===== config.mk =====
export PLATFORM = sky130hd
export DESIGN_NAME = id_ex_skid_buffer
export DESIGN_NICKNAME = d
export VERILOG_FILES = /design/src/rtl/id_ex_skid_buffer.sv
export SDC_FILE = /design/constraint.sdc
export NUM_CORES = 1
export LEC_CHECK = 0
export ABC_AREA = 0
export CAP_MARGIN = 20
export CELL_PAD_IN_SITES_DETAIL_PLACEMENT = 0
export CELL_PAD_IN_SITES_GLOBAL_PLACEMENT = 1
export CORE_MARGIN = 4
export CORE_UTILIZATION = 43
export CTS_CLUSTER_DIAMETER = 120
export DETAILED_ROUTE_END_ITERATION = 6
export PLACE_DENSITY_LB_ADDON = 0.1
export SETUP_SLACK_MARGIN = 0.4
export SLEW_MARGIN = 20
export SYNTH_ARGS = -nofsm -noshare
export SYNTH_HDL_FRONTEND = slang
export SYNTH_SLANG_ARGS = --single-unit
export TNS_END_PERCENT = 10

===== constraint.sdc =====
create_clock -name clock -period 2.35 [get_ports clock]
set_input_delay 0.705 -clock clock [delete_from_list [all_inputs] [get_ports clock]]
set_output_delay 0.705 -clock clock [all_outputs]
set_load 0.05 [all_outputs]

===== src/rtl/id_ex_skid_buffer.sv =====
// ID/EX elastic pipeline buffer: a main register that drives execute directly,
// plus one skid register that absorbs the bundle decode sent in the cycle
// execute stalled. in_ready depends only on state flops, so there is no
// combinational path from out_ready back to in_ready.
module id_ex_skid_buffer #(
  parameter int XLEN   = 32,
  parameter int DEST_W = 5,
  parameter int OP_W   = 6,
  parameter int SIG_W  = 8
) (
  input  logic              clock,
  input  logic              reset,
  input  logic              flush,
  input  logic              in_valid,
  output logic              in_ready,
  input  logic [XLEN-1:0]   pc_in,
  input  logic [XLEN-1:0]   valA_in,
  input  logic [XLEN-1:0]   valB_in,
  input  logic [XLEN-1:0]   offset_in,
  input  logic [XLEN-1:0]   jump_addr_in,
  input  logic [DEST_W-1:0] dest_in,
  input  logic [OP_W-1:0]   op_in,
  input  logic [SIG_W-1:0]  signals_in,
  output logic              out_valid,
  input  logic              out_ready,
  output logic [XLEN-1:0]   pc_out,
  output logic [XLEN-1:0]   valA_out,
  output logic [XLEN-1:0]   valB_out,
  output logic [XLEN-1:0]   offset_out,
  output logic [XLEN-1:0]   jump_addr_out,
  output logic [DEST_W-1:0] dest_out,
  output logic [OP_W-1:0]   op_out,
  output logic [SIG_W-1:0]  signals_out,
  output logic [1:0]        occupancy
);

  localparam int BUNDLE_W = 5 * XLEN + DEST_W + OP_W + SIG_W;

  typedef enum logic [1:0] {
    EMPTY = 2'd0,
    ONE   = 2'd1,
    TWO   = 2'd2
  } state_t;

  state_t              state;
  logic [BUNDLE_W-1:0] main_q;
  logic [BUNDLE_W-1:0] skid_q;
  logic [BUNDLE_W-1:0] in_bundle;
  logic                accept;
  logic                consume;

  // All eight fields travel together as one packed bundle.
  assign in_bundle = {pc_in, valA_in, valB_in, offset_in, jump_addr_in,
                      dest_in, op_in, signals_in};

  assign in_ready  = (state != TWO);
  assign out_valid = (state != EMPTY);
  assign occupancy = state;
  assign accept    = in_valid & in_ready;
  assign consume   = out_valid & out_ready;

  // The main register feeds execute directly; it is zero whenever no bundle is held.
  assign {pc_out, valA_out, valB_out, offset_out, jump_addr_out,
          dest_out, op_out, signals_out} = main_q;

  // Occupancy FSM and data movement; flush outranks every handshake and
  // registers load only on accept so undriven data inputs never reach execute.
  always_ff @(posedge clock or negedge reset) begin
    if (!reset) begin
      state  <= EMPTY;
      main_q <= '0;
      skid_q <= '0;
    end else if (flush) begin
      state  <= EMPTY;
      main_q <= '0;
      skid_q <= '0;
    end else begin
      case (state)
        EMPTY: begin
          if (accept) begin
            main_q <= in_bundle;
            state  <= ONE;
          end
        end
        ONE: begin
          if (accept && consume) begin
            main_q <= in_bundle;
          end else if (accept) begin
            skid_q <= in_bundle;
            state  <= TWO;
          end else if (consume) begin
            main_q <= '0;
            state  <= EMPTY;
          end
        end
        TWO: begin
          if (consume) begin
            main_q <= skid_q;
            skid_q <= '0;
            state  <= ONE;
          end
        end
        default: begin
          state  <= EMPTY;
          main_q <= '0;
          skid_q <= '0;
        end
      endcase
    end
  end

endmodule

==> results of run 1 <==
-- power by group --
group | switching (mW) | internal, mW | leakage (nW)
clock network | 2.64 | 4.11 | 0.704
logic | 2.42 | 1.51 | 6.01
registers | 0.276 | 6.62 | 4.89
-- metrics by stage --
step	hold WS [ns]	power, mW	std cells
2_1_floorplan	0.4094	9.169	1774
3_3_place_gp	0.4866	10.82	2616
3_5_place_dp	0.4905	10.87	2616
4_1_cts	0.09367	17.52	2696
5_1_grt	0.1010	18.29	2727
6_report	0.08140	17.58	2728
-- routing by layer --
layer,wire length (um),GRT usage
met5,27,0
met4,1084,0.06047
met3,3171,0.04511
met2,26690,0.3629
met1,25460,0.3270
-- state kept, by name (all words and copies together) (netlist names) --
register and cells:
main_q 179, occupancy 2, skid_q 179
-- timing repair --
action                                  CTS  global route
gates resized for setup                 305           106
buffers inserted                          6            12
pin swaps                                 1            39
endpoints found under the hold margin     0             0
gates cloned                              1            19
endpoints found under the setup margin  281           505
-- kinds of logic (layout without fill, tap and decap cells) --
family	count (synthesis)	count (layout)
and+or+nand+nor	371	371
AOI/OAI and AO/OA	364	364
DFF	360	360
muxes	359	359
buffers and inverters	320	741
other	0	1
-- Yosys cell counts, drive strengths merged --
cell     count  share of area
a21boi       1        0.00041
a21oi        1        0.00028
a22o       180          0.087
a2bb2oi      1        0.00083
and2b        1        0.00041
and3b        1        0.00048
buf        116          0.043
clkbuf      25         0.0052
dfrtp      360           0.50
inv        179          0.037
mux2i      359           0.20
nand2      359          0.074
nand2b       1        0.00035
nor2         5         0.0019
nor2b        2        0.00069
nor3b        1        0.00041
o21ai      179          0.049
o22a         2        0.00097
or2          1        0.00035
-- area by class of cell --
class / count / share of cell area
flip-flops and latches: 360 / 0.3607
multi-input cells: 1094 / 0.3141
repair buffers: 489 / 0.2146
clock buffers: 63 / 0.05166
inverters: 179 / 0.02688
well taps: 532 / 0.02663
clock inverters: 10 / 0.005256
diodes: 1 / 0.0001001
-- worst max path at each step --
stage	startpoint	endpoint	slack, ns	cells past startpoint
finish	main_q[60]	offset_out[9]	0.14	1
global route	main_q[60]	offset_out[9]	0.10	1
CTS	occupancy[0]	out_valid	0.10	2
detailed placement	out_ready	skid_q[102]	-0.13	7
global placement	out_ready	skid_q[111]	-0.09	7
floorplan	occupancy[1]	out_valid	0.40	4
==> metrics.cfg, run 1 <==
[drt]
ant_nets=0
wl_um=56430
vias=14660
post-route-drc-count=0
vias_per_cell=5.372
drtIter0Drc=936
route.detailed.wl_per_inst_um=20.69
dr.pass1.iters=5

[global_routing]
grt.total_usage=0.2297
grt_pass1_vias=14620
antenna_found_initial=3
grt_max_degree=79
grt_pass1_wl_um=83180
grt_overflow=0

[finish]
fillCellCount=3535
drive_gt1_frac=0.1339
final_common_cell=dfrtp_1
nets=2350
multi_input_comb_area_sq_um=7851
layout.cells.most_common_list=dfrtp_1 (358), mux2i_1 (356), nand2_1 (312)
area_delta_synth_final_pct=38.11
seqCellArea_sq_um=9016
post-route-util=0.6067
fin_area_sq_um=25000

[logic_synthesis]
avgSynthCellArea_sq_um=10.20
synth-compound-area-share=0.1391
synth_simple_gate_area_share=0.07902
ys_types=24
syn_inst=1774
ys_warn_count=0
ys_seq_elements=360
ys_seq_area_frac=0.4978
synth-xor-area-share=0
syn-num-nets=1958
synth_mux_area_frac=0.1988
synth_fa_ha_area_frac=0
synth_area_sq_um=18100
synth_top_family_by_area=multiplexers

[floorplanning]
die_area_sq_um=45440
die_h_um=213.2
core_area_sq_um=41200
initial_utilization=0.4393
std_cell_rows=74
die_w_um=213.2
num_io_pins=367

[sta]
setup_viol=0
finalSetupTns_ns=0
slew_viol_final=0
finalClockSkew_ns=0.02651
max_freq_ghz=0.4524
rsz0062_at_grt=yes
hold_viol_final=0
setup_slack_ns=0.1395
post-route-min-period_ns=2.210
worst_slew_pin_slew_ns=0.8322
layout_worst_path_cycle_share=0.9406
slew_headroom=0.4452

[clock_tree]
path_clk_slew_ns=0.06
cts_buffers=42
root_buffer=clkbuf_16
cts-hold-fix-buffers=0
insertion_delay_ns=0.56
cts.htree.levels=2
cts_max_path_buffers=3
clock_sinks=360
tritoncts=done

[flow_run]
cap_violations=0

[setup_path]
startpoint_type=flop
reg2reg_slack_ns=0.31
arrival_ns=1.51
r2r-start=occupancy[1]
reg2reg_to=skid_q[165]
cp_slowest_cell=dlygate4sd2_1
cpLargestDelayFamily=buffers and inverters
critPathMaxFanout=2
reg2reg_depth=8
criticalPathCategory=reg2out
worst-path-buf-inv=1
critical_path_required_ns=1.64
cp-end-kind=output port
worstPathCellList=dlygate4sd2_1
critPathMaxStageDelay_ns=0.56

[place]
gp_congestion=0.7776
post-dp-hpwl_um=35270
place_ws_ns=-0.1330
port_buffers=366
dpl_cell_area_sq_um=22790

[power_and_ir_drop]
leakagePower_nw=11.60
ir_drop_v=0.0003963
powerDensity_nw_per_um2=703.4

[outcome]
status=finished clean

[min_path]
hold_path.class=in2async

(Power assumes the default switching activity.)
==> run 2, diff against run 1 <==
- RECOVER_POWER: not set -> 50
==> metrics.cfg, run 2 (synthesis results as in run 1) <==
[sta]
layout_worst_path_cycle_share=0.9417
finalClockSkew_ns=0.02561
setup_viol=0
slew_headroom=-0.1420
max_freq_ghz=0.4519
whs_ns=0.4937
rsz0062_at_grt=yes
slew_viol_final=56
worst_slew_pin_slew_ns=1.713
post-route-min-period_ns=2.213
hold_viol_final=0

[floorplanning]
initial_utilization=0.4393
num_io_pins=367
die_h_um=213.2
die_area_sq_um=45440
std_cell_rows=74
die_w_um=213.2
core_area_sq_um=41200

[clock_tree]
cts_max_path_buffers=3
path_clk_slew_ns=0.06
cts-hold-fix-buffers=0
cts.htree.levels=2
insertion_delay_ns=0.56
clock_sinks=360
tritoncts=done
cts_buffers=42
root_buffer=clkbuf_16

[power_and_ir_drop]
switching_share=0.3049
seqPwrFrac=0.394
comb_power_share=0.221
p_int_mw=12.17
clockPowerShare=0.385
ir_drop_v=0.0003963
switchingPower_mw=5.340
powerDensity_nw_per_um2=707.0
p_total_mw=17.51
leakagePower_nw=11.43

[setup_path]
cpLargestDelayFamily=buffers and inverters
criticalPathCategory=reg2out
cp-end-kind=output port
critPathMaxFanout=2
cp_slowest_cell=dlygate4sd2_1
worst-path-buf-inv=1
worstPathCellList=dlygate4sd2_1
startpoint_type=flop
crit_start=main_q[12]
r2r-start=occupancy[1]
critical_path_required_ns=1.64
arrival_ns=1.51
critPathMaxStageDelay_ns=0.59

[drt]
wl_um=56570
ant_nets=0
post-route-drc-count=0
vias=14640
dr.pass1.iters=5
vias_per_cell=5.365
drtIter0Drc=908
route.detailed.wl_per_inst_um=20.74

[min_path]
worstHoldStart=main_q[52]
hold_path.class=reg2reg

[finish]
layout.cells.most_common_list=dfrtp_1 (358), mux2i_1 (356), nand2_1 (312)
multi_input_comb_area_sq_um=7850
seqCellArea_sq_um=9016
drive_gt1_frac=0.1166
fillCellCount=3568
final_cells=2728
nets=2350
final_common_cell=dfrtp_1
area_delta_synth_final_pct=36.88

[global_routing]
grt_overflow=0
grt_pass1_wl_um=83180
grt_pass1_vias=14620
grt_max_degree=79
grt.total_usage=0.2297
antenna_found_initial=3

[flow_run]
cap_violations=1

[outcome]
status=finished, violations left
violations=max-capacitance violations, max-slew violations

[place]
gp_congestion=0.7776
post-dp-hpwl_um=35270
port_buffers=366
dp_cells=2616

[run 2: changes by cell type in the layout (fill, tap and decap cells not counted), sizes merged]
cell / previous run / this run
buf: 149 / 98
clkbuf: 79 / 130
[run 2: worst paths after layout]
path                                to  slack, ns  cells after the start
setup / recovery             op_out[4]       0.14                      1
hold / removal              main_q[52]       0.49                      1
setup reg to reg           main_q[167]       0.19                      8
hold reg to reg             main_q[52]       0.49                      1
max in group asynchronous  skid_q[144]       0.35                      2
min in group asynchronous   main_q[96]       0.60                      1
[run 2: area by class of cell]
cell class | count | share of cell area
Antenna cell | 1 | 0.0001010
Clock buffer | 63 | 0.05212
Clock inverter | 10 | 0.005303
Inverter | 179 | 0.02712
Multi-Input combinational cell | 1094 | 0.3169
Sequential cell | 360 | 0.3640
Tap cell | 532 | 0.02687
Timing Repair Buffer | 489 | 0.2076
[run 2: through the flow]
stage	worst slack (ns)	instance area, sq um	TNS (ns)	util
finish	0.1371	24770	0	0.6012
floorplan	0.3963	18130	0	-
CTS	0.1011	24060	0	0.5840
global placement	-0.08571	22790	-18.44	0.5532
global route	0.05886	24770	0	0.6012
detailed placement	-0.1330	22790	-31.39	0.5532
[run 2: timing repair]
item                       CTS  global route
setup endpoints to repair  281           505
resized for setup          305           106
cloned                       1            19
buffers inserted             6            12
pin swaps                    1            39
[run 2: power by group through the flow]
stage / combinational (mW) / clock (mW) / sequential (mW)
after floorplan: 1.33 / 0 / 7.83
after global placement: 3.82 / 0 / 7.00
after detailed placement: 3.86 / 0 / 7.01
after CTS: 3.73 / 6.90 / 6.89
after global routing: 4.12 / 7.16 / 6.94
final: 3.87 / 6.75 / 6.89
[run 2: layer usage]
metal,part of all wire,up-vias,GRT usage
met4,0.018,4,0.06047
met5,0.00048,-,0
met2,0.47,412,0.3629
met1,0.45,7347,0.3270
met3,0.056,70,0.04511
li1,-,6804,-
